## src/rtl/carpma_siralayici.sv

```systemverilog
// rtl/carpma_siralayici.sv - shared shift-add multiplier sequencer for KAREAL.TOPLA and CARP.CIKAR
module carpma_siralayici #(
    parameter int GENISLIK = 32
) (
    input  logic                saat,
    input  logic                reset,
    input  logic                istek_gecerli,
    output logic                istek_hazir,
    input  logic                islem,
    input  logic [4:0]          rd_adres,
    input  logic [GENISLIK-1:0] a,
    input  logic [GENISLIK-1:0] b,
    output logic                sonuc_gecerli,
    input  logic                sonuc_hazir,
    output logic [GENISLIK-1:0] sonuc,
    output logic [4:0]          sonuc_rd,
    output logic                mesgul
);

    localparam int SAYAC_W = $clog2(GENISLIK + 1);

    typedef enum logic [2:0] {
        BOS       = 3'd0,
        CARP1     = 3'd1,
        CARP2     = 3'd2,
        BIRLESTIR = 3'd3,
        SONUC     = 3'd4
    } durum_t;

    durum_t              state_q, state_d;
    logic [GENISLIK-1:0] a_q, a_d;
    logic [GENISLIK-1:0] b_q, b_d;
    logic                islem_q, islem_d;
    logic [4:0]          rd_q, rd_d;
    logic [GENISLIK-1:0] mcand_q, mcand_d;
    logic [GENISLIK-1:0] mplier_q, mplier_d;
    logic [GENISLIK-1:0] acc_q, acc_d;
    logic [SAYAC_W-1:0]  sayac_q, sayac_d;
    logic [GENISLIK-1:0] ara_q, ara_d;
    logic [GENISLIK-1:0] sonuc_q, sonuc_d;
    logic [4:0]          sonuc_rd_q, sonuc_rd_d;
    logic [GENISLIK-1:0] acc_step;
    logic                son_adim;

    // Accumulator value after the current step; on the last step this is the full product.
    assign acc_step = acc_q + (mplier_q[0] ? mcand_q : '0);
    assign son_adim = (sayac_q == SAYAC_W'(GENISLIK - 1));

    always_comb begin
        state_d    = state_q;
        a_d        = a_q;
        b_d        = b_q;
        islem_d    = islem_q;
        rd_d       = rd_q;
        mcand_d    = mcand_q;
        mplier_d   = mplier_q;
        acc_d      = acc_q;
        sayac_d    = sayac_q;
        ara_d      = ara_q;
        sonuc_d    = sonuc_q;
        sonuc_rd_d = sonuc_rd_q;

        case (state_q)
            BOS: begin
                if (istek_gecerli) begin
                    a_d      = a;
                    b_d      = b;
                    islem_d  = islem;
                    rd_d     = rd_adres;
                    mcand_d  = a;
                    mplier_d = islem ? b : a;
                    acc_d    = '0;
                    sayac_d  = '0;
                    state_d  = CARP1;
                end
            end
            CARP1, CARP2: begin
                acc_d    = acc_step;
                mcand_d  = mcand_q << 1;
                mplier_d = mplier_q >> 1;
                sayac_d  = sayac_q + SAYAC_W'(1);
                if (son_adim) begin
                    sayac_d = '0;
                    state_d = BIRLESTIR;
                    if (state_q == CARP1) begin
                        ara_d = acc_step;
                        if (!islem_q) begin
                            mcand_d  = b_q;
                            mplier_d = b_q;
                            acc_d    = '0;
                            state_d  = CARP2;
                        end
                    end
                end
            end
            BIRLESTIR: begin
                sonuc_d    = islem_q ? (ara_q - a_q) : (ara_q + acc_q);
                sonuc_rd_d = rd_q;
                state_d    = SONUC;
            end
            SONUC: begin
                if (sonuc_hazir) begin
                    state_d = BOS;
                end
            end
            default: state_d = BOS;
        endcase
    end

    always_ff @(posedge saat) begin
        if (!reset) begin
            state_q    <= BOS;
            a_q        <= '0;
            b_q        <= '0;
            islem_q    <= 1'b0;
            rd_q       <= '0;
            mcand_q    <= '0;
            mplier_q   <= '0;
            acc_q      <= '0;
            sayac_q    <= '0;
            ara_q      <= '0;
            sonuc_q    <= '0;
            sonuc_rd_q <= '0;
        end else begin
            state_q    <= state_d;
            a_q        <= a_d;
            b_q        <= b_d;
            islem_q    <= islem_d;
            rd_q       <= rd_d;
            mcand_q    <= mcand_d;
            mplier_q   <= mplier_d;
            acc_q      <= acc_d;
            sayac_q    <= sayac_d;
            ara_q      <= ara_d;
            sonuc_q    <= sonuc_d;
            sonuc_rd_q <= sonuc_rd_d;
        end
    end

    assign istek_hazir   = (state_q == BOS);
    assign mesgul        = (state_q != BOS);
    assign sonuc_gecerli = (state_q == SONUC);
    assign sonuc         = sonuc_q;
    assign sonuc_rd      = sonuc_rd_q;

endmodule

```

## config.mk

```make
export PLATFORM = sky130hd
export DESIGN_NAME = carpma_siralayici
export DESIGN_NICKNAME = d
export VERILOG_FILES = /design/src/rtl/carpma_siralayici.sv
export SDC_FILE = /design/constraint.sdc
export NUM_CORES = 1
export LEC_CHECK = 0
export ABC_AREA = 1
export ABC_CLOCK_PERIOD_IN_PS = 3900
export CAP_MARGIN = 5
export CORE_ASPECT_RATIO = 1.5
export CORE_MARGIN = 2
export CORE_UTILIZATION = 23
export CTS_BUF_LIST = sky130_fd_sc_hd__clkbuf_16
export CTS_CLUSTER_DIAMETER = 50
export DETAILED_ROUTE_END_ITERATION = 12
export SLEW_MARGIN = 30
export SYNTH_ARGS = -nofsm -noshare
export SYNTH_HDL_FRONTEND = slang
export SYNTH_SLANG_ARGS = --single-unit
export TNS_END_PERCENT = 5
```

## constraint.sdc

```tcl
create_clock -name saat -period 3.9 [get_ports saat]
set_clock_uncertainty 0.05 [all_clocks]
set_input_delay 1.17 -clock saat [delete_from_list [all_inputs] [get_ports saat]]
set_output_delay 1.17 -clock saat [all_outputs]
set_load 0.01 [all_outputs]
```

==> summary.md, run 1 <==
| Metric | Value |
|---|---|
| Result of the run | complete, no violations |
| Synthesis Warnings | 0 |
| Most used cells in the layout excluding fill and tap cells | 550 x nand2_1, 312 x nor2_1, 295 x a21oi_1 |
| Sum of routed wire length over all layers | 50.4 mm |
| Core Region | 65300 um2 |
| Number of antenna violations at the first check in global routing | 1 |
| Final net count | 2608 |
| Final hold violation count | 0 |
| Number of distinct library cells after synthesis | 36 |
| Maximum root-to-sink buffer count | 3 |
| Post-Synthesis Net Count | 2553 |
| Latest clock arrival within the worst-skew pair | 560 ps |
| RSZ-0062 raised after global routing | false |
| Type of origin of the critical path | flop |
| Required time of the worst setup path | 4310 ps |
| Share of the synthesized area in the top cell type | 0.322 |
| Reg power frac | 0.251 |
| Actual transition at the worst max-transition pin | 785 ps |
| Average size of a mapped cell | 6.28 um2 |
| Final-report max-slew violation count | 0 |
| Post-DP HPWL | 39.4 mm |
| Element type at the critical path end | flop |
| Register-to-register path setup slack | 430 ps |
| Final setup TNS | 0 ps |
| Critical path fanouts, max | 5 |
| Overall global routing resource usage | 0.147 |
| Hold Slack | 404 ps |
| Area after DPL | 17100 um2 |
| Boundary pin count | 114 |
| Yosys reg bits | 244 |
| Critical path's slowest cell | ha_1 |
| Delay of the slowest cell on the worst path | 410 ps |
| Multi-input logic area | 8910 um2 |
| TritonCTS Buffers | 29 |
| Clock edge transition at the registers on the reported setup and hold paths | 70 ps |
| Number of H-tree branching levels | 1 |
| Power density over the cells | 802 nW/um2 |
| Die span in x | 214 um |
| Post-route fraction of the period consumed by the critical path | 0.889 |
| Die height | 318 um |
| Min-Delay Path Class | flop to flop |
| Starting density of the core | 0.232 |
| Number of fill cells in the layout | 7377 |
| Remaining number of nets flagged by the antenna check after routing | 0 |
| Pin count of the biggest net entering global routing | 163 |
| Critical Path AT | 3880 ps |
| Max Clk Rate | 288 MHz |
| Fraction of the core area covered by cells at the end of the flow | 0.277 |
| Worst slew margin relative to its limit | 0.475 |
| Clock power share | 0.183 |
| CTS tree | done |
| Global-route wire length before repair | 80.5 mm |
| Most common cell after layout, fill and taps aside | nand2_1 |
| Worst Setup Path Type | flop to flop |
| Worst-case vdd ir drop | 344 uV |
| Final critical-path required period | 3470 ps |
| Reported net switching power | 7.17 mW |
| Routed vias/inst | 4.53 |
| Overall power of the completed layout | 14.5 mW |
| Leading post-synthesis cells by cell area | dfxtp_1 32%, nand2_1 14%, a21oi_1 9.9% |
| Area of the mapped netlist | 15200 um2 |
| Cell-by-cell trace of the critical path | inv_1 -> ha_1 -> nand2_1 -> nor2_1 -> nand2_1 -> inv_2 -> nand2_2 -> nor2_4 -> nand3_2 -> nor2_2 -> nand2_1 -> xor2_1 -> nand2_1 -> o21ai_1 -> ha_1 -> nand2_1 -> nor2_1 -> nand2_1 -> nor2_1 -> nor2_1 -> nand3_1 -> nand3_1 -> nand2_1 -> inv_1 |
| CTS hold repair buffers | 0 |
| Share of the yosys chip area belonging to registers | 0.322 |
| Weighted congestion at the end of routability-driven global placement | 0.901 |
| Proportion of total power due to net switching | 0.494 |
| Cell accounting for the most synthesized area | dfxtp_1 |
| Number of global-route vias before repair | 15200 |
| Per-cell routed wire length | 15.0 um |
| Vias | 15300 |
| Cell Rows | 115 |
| Post-layout instance area | 18100 um2 |
| Cell occurring most often along the worst timing path | nand2_1 |
| Max-cap check violation count | 0 |
| Iteration-0 DRC count of the detailed router | 827 |
| DRC errors left | 0 |
| Static Leakage | 8.35 nW |
| Final setup violation count | 0 |
| Master cell of the clock root buffer | clkbuf_16 |
| Overall die area | 68000 um2 |
| # port buffers | 113 |
| Design internal power | 7.36 mW |
| Layout cells sized above 1 | 0.0454 |
| Cells after synthesis | 2413 |
| Drt pass-1 iters | 5 |
| Residual overflow from global routing | 0 |
| Relative contribution of combinational cells to total power | 0.566 |
| Seq. cell area | 4880 um2 |
| Total clock sinks | 244 |
| Area growth from synthesis to layout | 19.6% |
-- cells in the mapped netlist --
| master | count |
|---|---|
| nand2_1 | 550 |
| nor2_1 | 316 |
| a21oi_1 | 299 |
| o21ai_0 | 255 |
| dfxtp_1 | 244 |
| inv_1 | 236 |
| nand3_1 | 124 |
| clkbuf_1 | 73 |
| ha_1 | 64 |
| xor2_1 | 43 |
| o21ai_1 | 38 |
| buf_2 | 23 |
| nand4_1 | 21 |
| nor3_1 | 20 |
| buf_1 | 15 |
| nand3b_1 | 11 |
| o21bai_1 | 10 |
| a21o_1 | 9 |
| inv_2 | 8 |
| nor2_2 | 7 |
| o211ai_1 | 7 |
| o21a_1 | 6 |
| buf_6 | 5 |
| xnor2_1 | 5 |
| nand2_2 | 4 |
| nor4_1 | 4 |
| a211oi_1 | 2 |
| and3_1 | 2 |
| fa_1 | 2 |
| nor2_4 | 2 |
| o2111ai_1 | 2 |
| o221ai_1 | 2 |
| a2bb2oi_1 | 1 |
| and2_1 | 1 |
| clkinv_1 | 1 |
| or2_2 | 1 |
-- metal layers --
layer | part of all wire | wire length, um | GRT usage | up-vias
li1 | - | - | - | 8005
met1 | 0.43 | 21500 | 0.175 | 6858
met2 | 0.49 | 24900 | 0.263 | 301
met3 | 0.035 | 1740 | 0.0169 | 105
met4 | 0.045 | 2250 | 0.0654 | 0
met5 | 0 | 0 | 0 | -
-- final timing paths --
check | end | startpoint | cells past startpoint
max | sonuc[29]$_SDFFE_PN0P_ | acc_q[1]$_SDFFE_PN0P_ | 24
min | b_q[21]$_SDFFE_PN0P_ | b_q[21]$_SDFFE_PN0P_ | 2
max reg2reg | sonuc[29]$_SDFFE_PN0P_ | acc_q[1]$_SDFFE_PN0P_ | 24
min reg2reg | b_q[21]$_SDFFE_PN0P_ | b_q[21]$_SDFFE_PN0P_ | 2
-- power groups by stage --
stage          Clock (mW)  Sequential, mW  Combinational [mW]
4_1_cts              2.74            3.66                8.17
6_report             2.66            3.65                8.22
2_1_floorplan           0            3.56                5.90
3_3_place_gp            0            3.69                8.11
5_1_grt              2.82            3.74                9.43
3_5_place_dp            0            3.71                8.13
-- logic make-up after synthesis --
| logic type | after synthesis | share of synthesized area |
|---|---|---|
| compound gates | 631 | 0.215 |
| xor+xnor | 48 | 0.0277 |
| fa+ha+maj | 66 | 0.0555 |
| buf+inv | 361 | 0.0938 |
| flops | 244 | 0.322 |
| simple gates | 1063 | 0.285 |
-- stage by stage --
stage,worst slack [ps],cells
floorplan,915,2413
CTS,226,3367
detailed placement,245,3314
global placement,296,3314
finish,434,3368
global route,8.08,3368
-- repair_timing --
item | 4_1_cts | 5_1_grt
endpoints found under the setup margin | 0 | 8
buffers inserted | 0 | 0
resized for setup | 0 | 15
-- flip-flops by register name, summed over array words and instances (netlist names) --
| register | cells |
|---|---|
| a_q | 32 |
| acc_q | 32 |
| ara_q | 32 |
| b_q | 32 |
| mcand_q | 32 |
| mplier_q | 32 |
| sonuc | 32 |
| sayac_q | 6 |
| rd_q | 5 |
| sonuc_rd | 5 |
| state_q | 3 |
| islem_q | 1 |
-- area by class of cell --
| type | instances | share of cell area |
|---|---|---|
| diodes | 1 | 0.000138 |
| clock buffers | 29 | 0.0400 |
| clock inverters | 24 | 0.0110 |
| inverters | 245 | 0.0509 |
| multi-input cells | 1808 | 0.492 |
| flip-flops and latches | 244 | 0.269 |
| well taps | 877 | 0.0605 |
| repair buffers | 140 | 0.0762 |
-- critical path, delay by kind of cell, from the launching register on --
kind,cells,cell delay [ps]
AOI/OAI and AO/OA,1,70
buffers and inverters,3,160
xor gates and xnor gates,1,160
and+or+nand+nor,17,2010
DFF,1,360
adders and majority gates,2,560
No activity file was read; power rests on OpenSTA's default activity.
==> run 2, diff against run 1 <==
Settings changed: CORE_UTILIZATION 23 to 55, PLACE_DENSITY set to 0.76.
==> summary.md, run 2 (same netlist as run 1, synthesis figures left out) <==
| Metric | Value |
|---|---|
| Reported net switching power | 7.25 mW |
| Overall die area | 28900 um2 |
| Critical path's slowest cell | nor2_1 |
| Routed vias/inst | 5.58 |
| R2R Path Start | acc_q[1]$_SDFFE_PN0P_ |
| Critical Path AT | 4000 ps |
| Register-to-register path setup slack | 310 ps |
| Static Leakage | 8.35 nW |
| Overall global routing resource usage | 0.322 |
| Design internal power | 7.47 mW |
| Worst Setup Path Type | flop to flop |
| Max-cap check violation count | 0 |
| Power density over the cells | 842 nW/um2 |
| Number of H-tree branching levels | 1 |
| Start point of the critical path | acc_q[1]$_SDFFE_PN0P_ |
| End point of the critical path | sonuc[26]$_SDFFE_PN0P_ |
| Total clock sinks | 244 |
| Number of antenna diodes | 0 |
| Die span in x | 140 um |
| Minimum setup slack after placement | 234 ps |
| Required time of the worst setup path | 4320 ps |
| Crit path setup slack, layout | 315 ps |
| Post-route fraction of the period consumed by the critical path | 0.919 |
| Boundary pin count | 114 |
| Type of origin of the critical path | flop |
| Weighted congestion at the end of routability-driven global placement | 1.00 |
| Latest clock arrival within the worst-skew pair | 570 ps |
| Maximum root-to-sink buffer count | 3 |
| Result of the run | complete, no violations |
| Clock edge transition at the registers on the reported setup and hold paths | 70 ps |
| Final hold violation count | 0 |
| Vias | 15800 |
| Element type at the critical path end | flop |
| Per-cell routed wire length | 16.7 um |
| # port buffers | 113 |
| Area growth from synthesis to layout | 15.3% |
| Most used cells in the layout excluding fill and tap cells | 550 x nand2_1, 310 x nor2_1, 296 x a21oi_1 |
| Remaining number of nets flagged by the antenna check after routing | 0 |
| Max Clk Rate | 279 MHz |
| Relative contribution of combinational cells to total power | 0.572 |
| Die height | 207 um |
| Number of standard cells in the final layout excluding fillers | 2830 |
| Number of cells in the design after placement | 2779 |
| Worst slew margin relative to its limit | 0.368 |
| Master cell of the clock root buffer | clkbuf_16 |
| Cell Rows | 74 |
| Worst-case vdd ir drop | 724 uV |
| Number of antenna violations at the first check in global routing | 0 |
| Pin count of the biggest net entering global routing | 163 |
| Core Region | 27200 um2 |
| Critical path fanouts, max | 6 |
| CTS tree | done |
| CP Buf/Inv Count | 3 |
| Cell occurring most often along the worst timing path | nand2_1 |
| Global-route wire length before repair | 76.7 mm |
| Worst flop-to-flop path endpoint | sonuc[26]$_SDFFE_PN0P_ |
| Starting density of the core | 0.557 |
| Instance count on the critical path | 22 |
| Worst Min Path Start | b_q[20]$_SDFFE_PN0P_ |
| Sum of routed wire length over all layers | 47.2 mm |
| Final net count | 2607 |
| Clock power share | 0.180 |
| Reg2Reg Depth | 22 |
| RSZ-0062 raised after global routing | true |
| Fraction of the core area covered by cells at the end of the flow | 0.642 |
| DRC errors left | 0 |
| Delay of the slowest cell on the worst path | 470 ps |
| Iteration-0 DRC count of the detailed router | 848 |
| Number of global-route vias before repair | 15400 |
| Drt pass-1 iters | 7 |
| Hold Slack | 401 ps |
| TritonCTS Buffers | 28 |
| Cell-by-cell trace of the critical path | inv_1 -> ha_1 -> nand2_1 -> nor2_1 -> nand2_1 -> inv_2 -> nand2_2 -> nor2_4 -> nand3_1 -> xor2_1 -> nand2_1 -> o21ai_0 -> ha_1 -> nand2_1 -> nor2_1 -> nand2_1 -> nand2_1 -> nand2_1 -> nand4_1 -> nand3_1 -> nand2_1 -> inv_1 |
| Layout cells sized above 1 | 0.0426 |
| Reg power frac | 0.248 |
| Final-report max-slew violation count | 0 |
| Post-DP HPWL | 35.4 mm |
| Final setup violation count | 0 |
| Min-Delay Path Class | flop to flop |
| Actual transition at the worst max-transition pin | 948 ps |
| Residual overflow from global routing | 0 |
| Proportion of total power due to net switching | 0.493 |
| Most common cell after layout, fill and taps aside | nand2_1 |
| Kind of cell adding the most delay to the critical path | simple AND/OR/NAND/NOR gates |
| Final critical-path required period | 3590 ps |
-- run 2: area by class of cell --
type,instances,area (um2)
Clock buffer,28,701
Clock inverter,23,221
Multi-Input combinational cell,1808,8920
Tap cell,342,428
Sequential cell,244,4880
Fill cell,2614,9750
Inverter,245,920
Timing Repair Buffer,140,1390
-- run 2: per-stage QoR --
stage | total power, mW | TNS [ps] | instance area, um2
finish | 14.7 | 0 | 17500
global route | 16.0 | -164 | 17500
CTS | 14.5 | 0 | 17400
detailed placement | 11.8 | 0 | 16500
global placement | 11.7 | 0 | 16500
floorplan | 9.45 | 0 | 15200
-- run 2: worst min path at each step --
stage | slack (ps) | end | cells past startpoint
after floorplan | 380 | a_q[10]$_SDFFE_PN0P_ | 2
after global placement | 390 | b_q[24]$_SDFFE_PN0P_ | 2
after detailed placement | 400 | b_q[19]$_SDFFE_PN0P_ | 2
after CTS | 410 | b_q[20]$_SDFFE_PN0P_ | 2
after global routing | 430 | b_q[3]$_SDFFE_PN0P_ | 2
final | 400 | b_q[20]$_SDFFE_PN0P_ | 2
-- run 2: layer usage --
metal,vias to the layer above,GRT usage,part of all wire
li1,8006,-,-
met1,7171,0.393,0.41
met2,507,0.565,0.49
met3,113,0.0364,0.055
met4,0,0.148,0.047
met5,-,0,0
-- run 2: power groups by stage --
stage | sequential, mW | combinational, mW | clock, mW
after floorplan | 3.56 | 5.90 | 0
final | 3.65 | 8.42 | 2.64
after global placement | 3.67 | 8.01 | 0
after detailed placement | 3.69 | 8.11 | 0
after CTS | 3.64 | 8.18 | 2.67
after global routing | 3.72 | 9.45 | 2.78
-- run 2: timing repair --
action / in CTS / in global routing
hold endpoints to repair: 0 / 0
hold buffers: 0 / 0
buffers inserted: 0 / 0
resized for setup: 0 / 17
setup endpoints to repair: 0 / 10
-- run 2: worst reg2reg max path: stages, from the launching register on --
cell	delay, ps
dfxtp_1	370
inv_1	80
ha_1	150
nand2_1	70
nor2_1	130
nand2_1	90
inv_2	60
nand2_2	100
nor2_4	140
nand3_1	150
xor2_1	190
nand2_1	60
o21ai_0	100
ha_1	420
nand2_1	100
nor2_1	470
nand2_1	150
nand2_1	210
nand2_1	100
nand4_1	100
nand3_1	80
nand2_1	70
inv_1	30
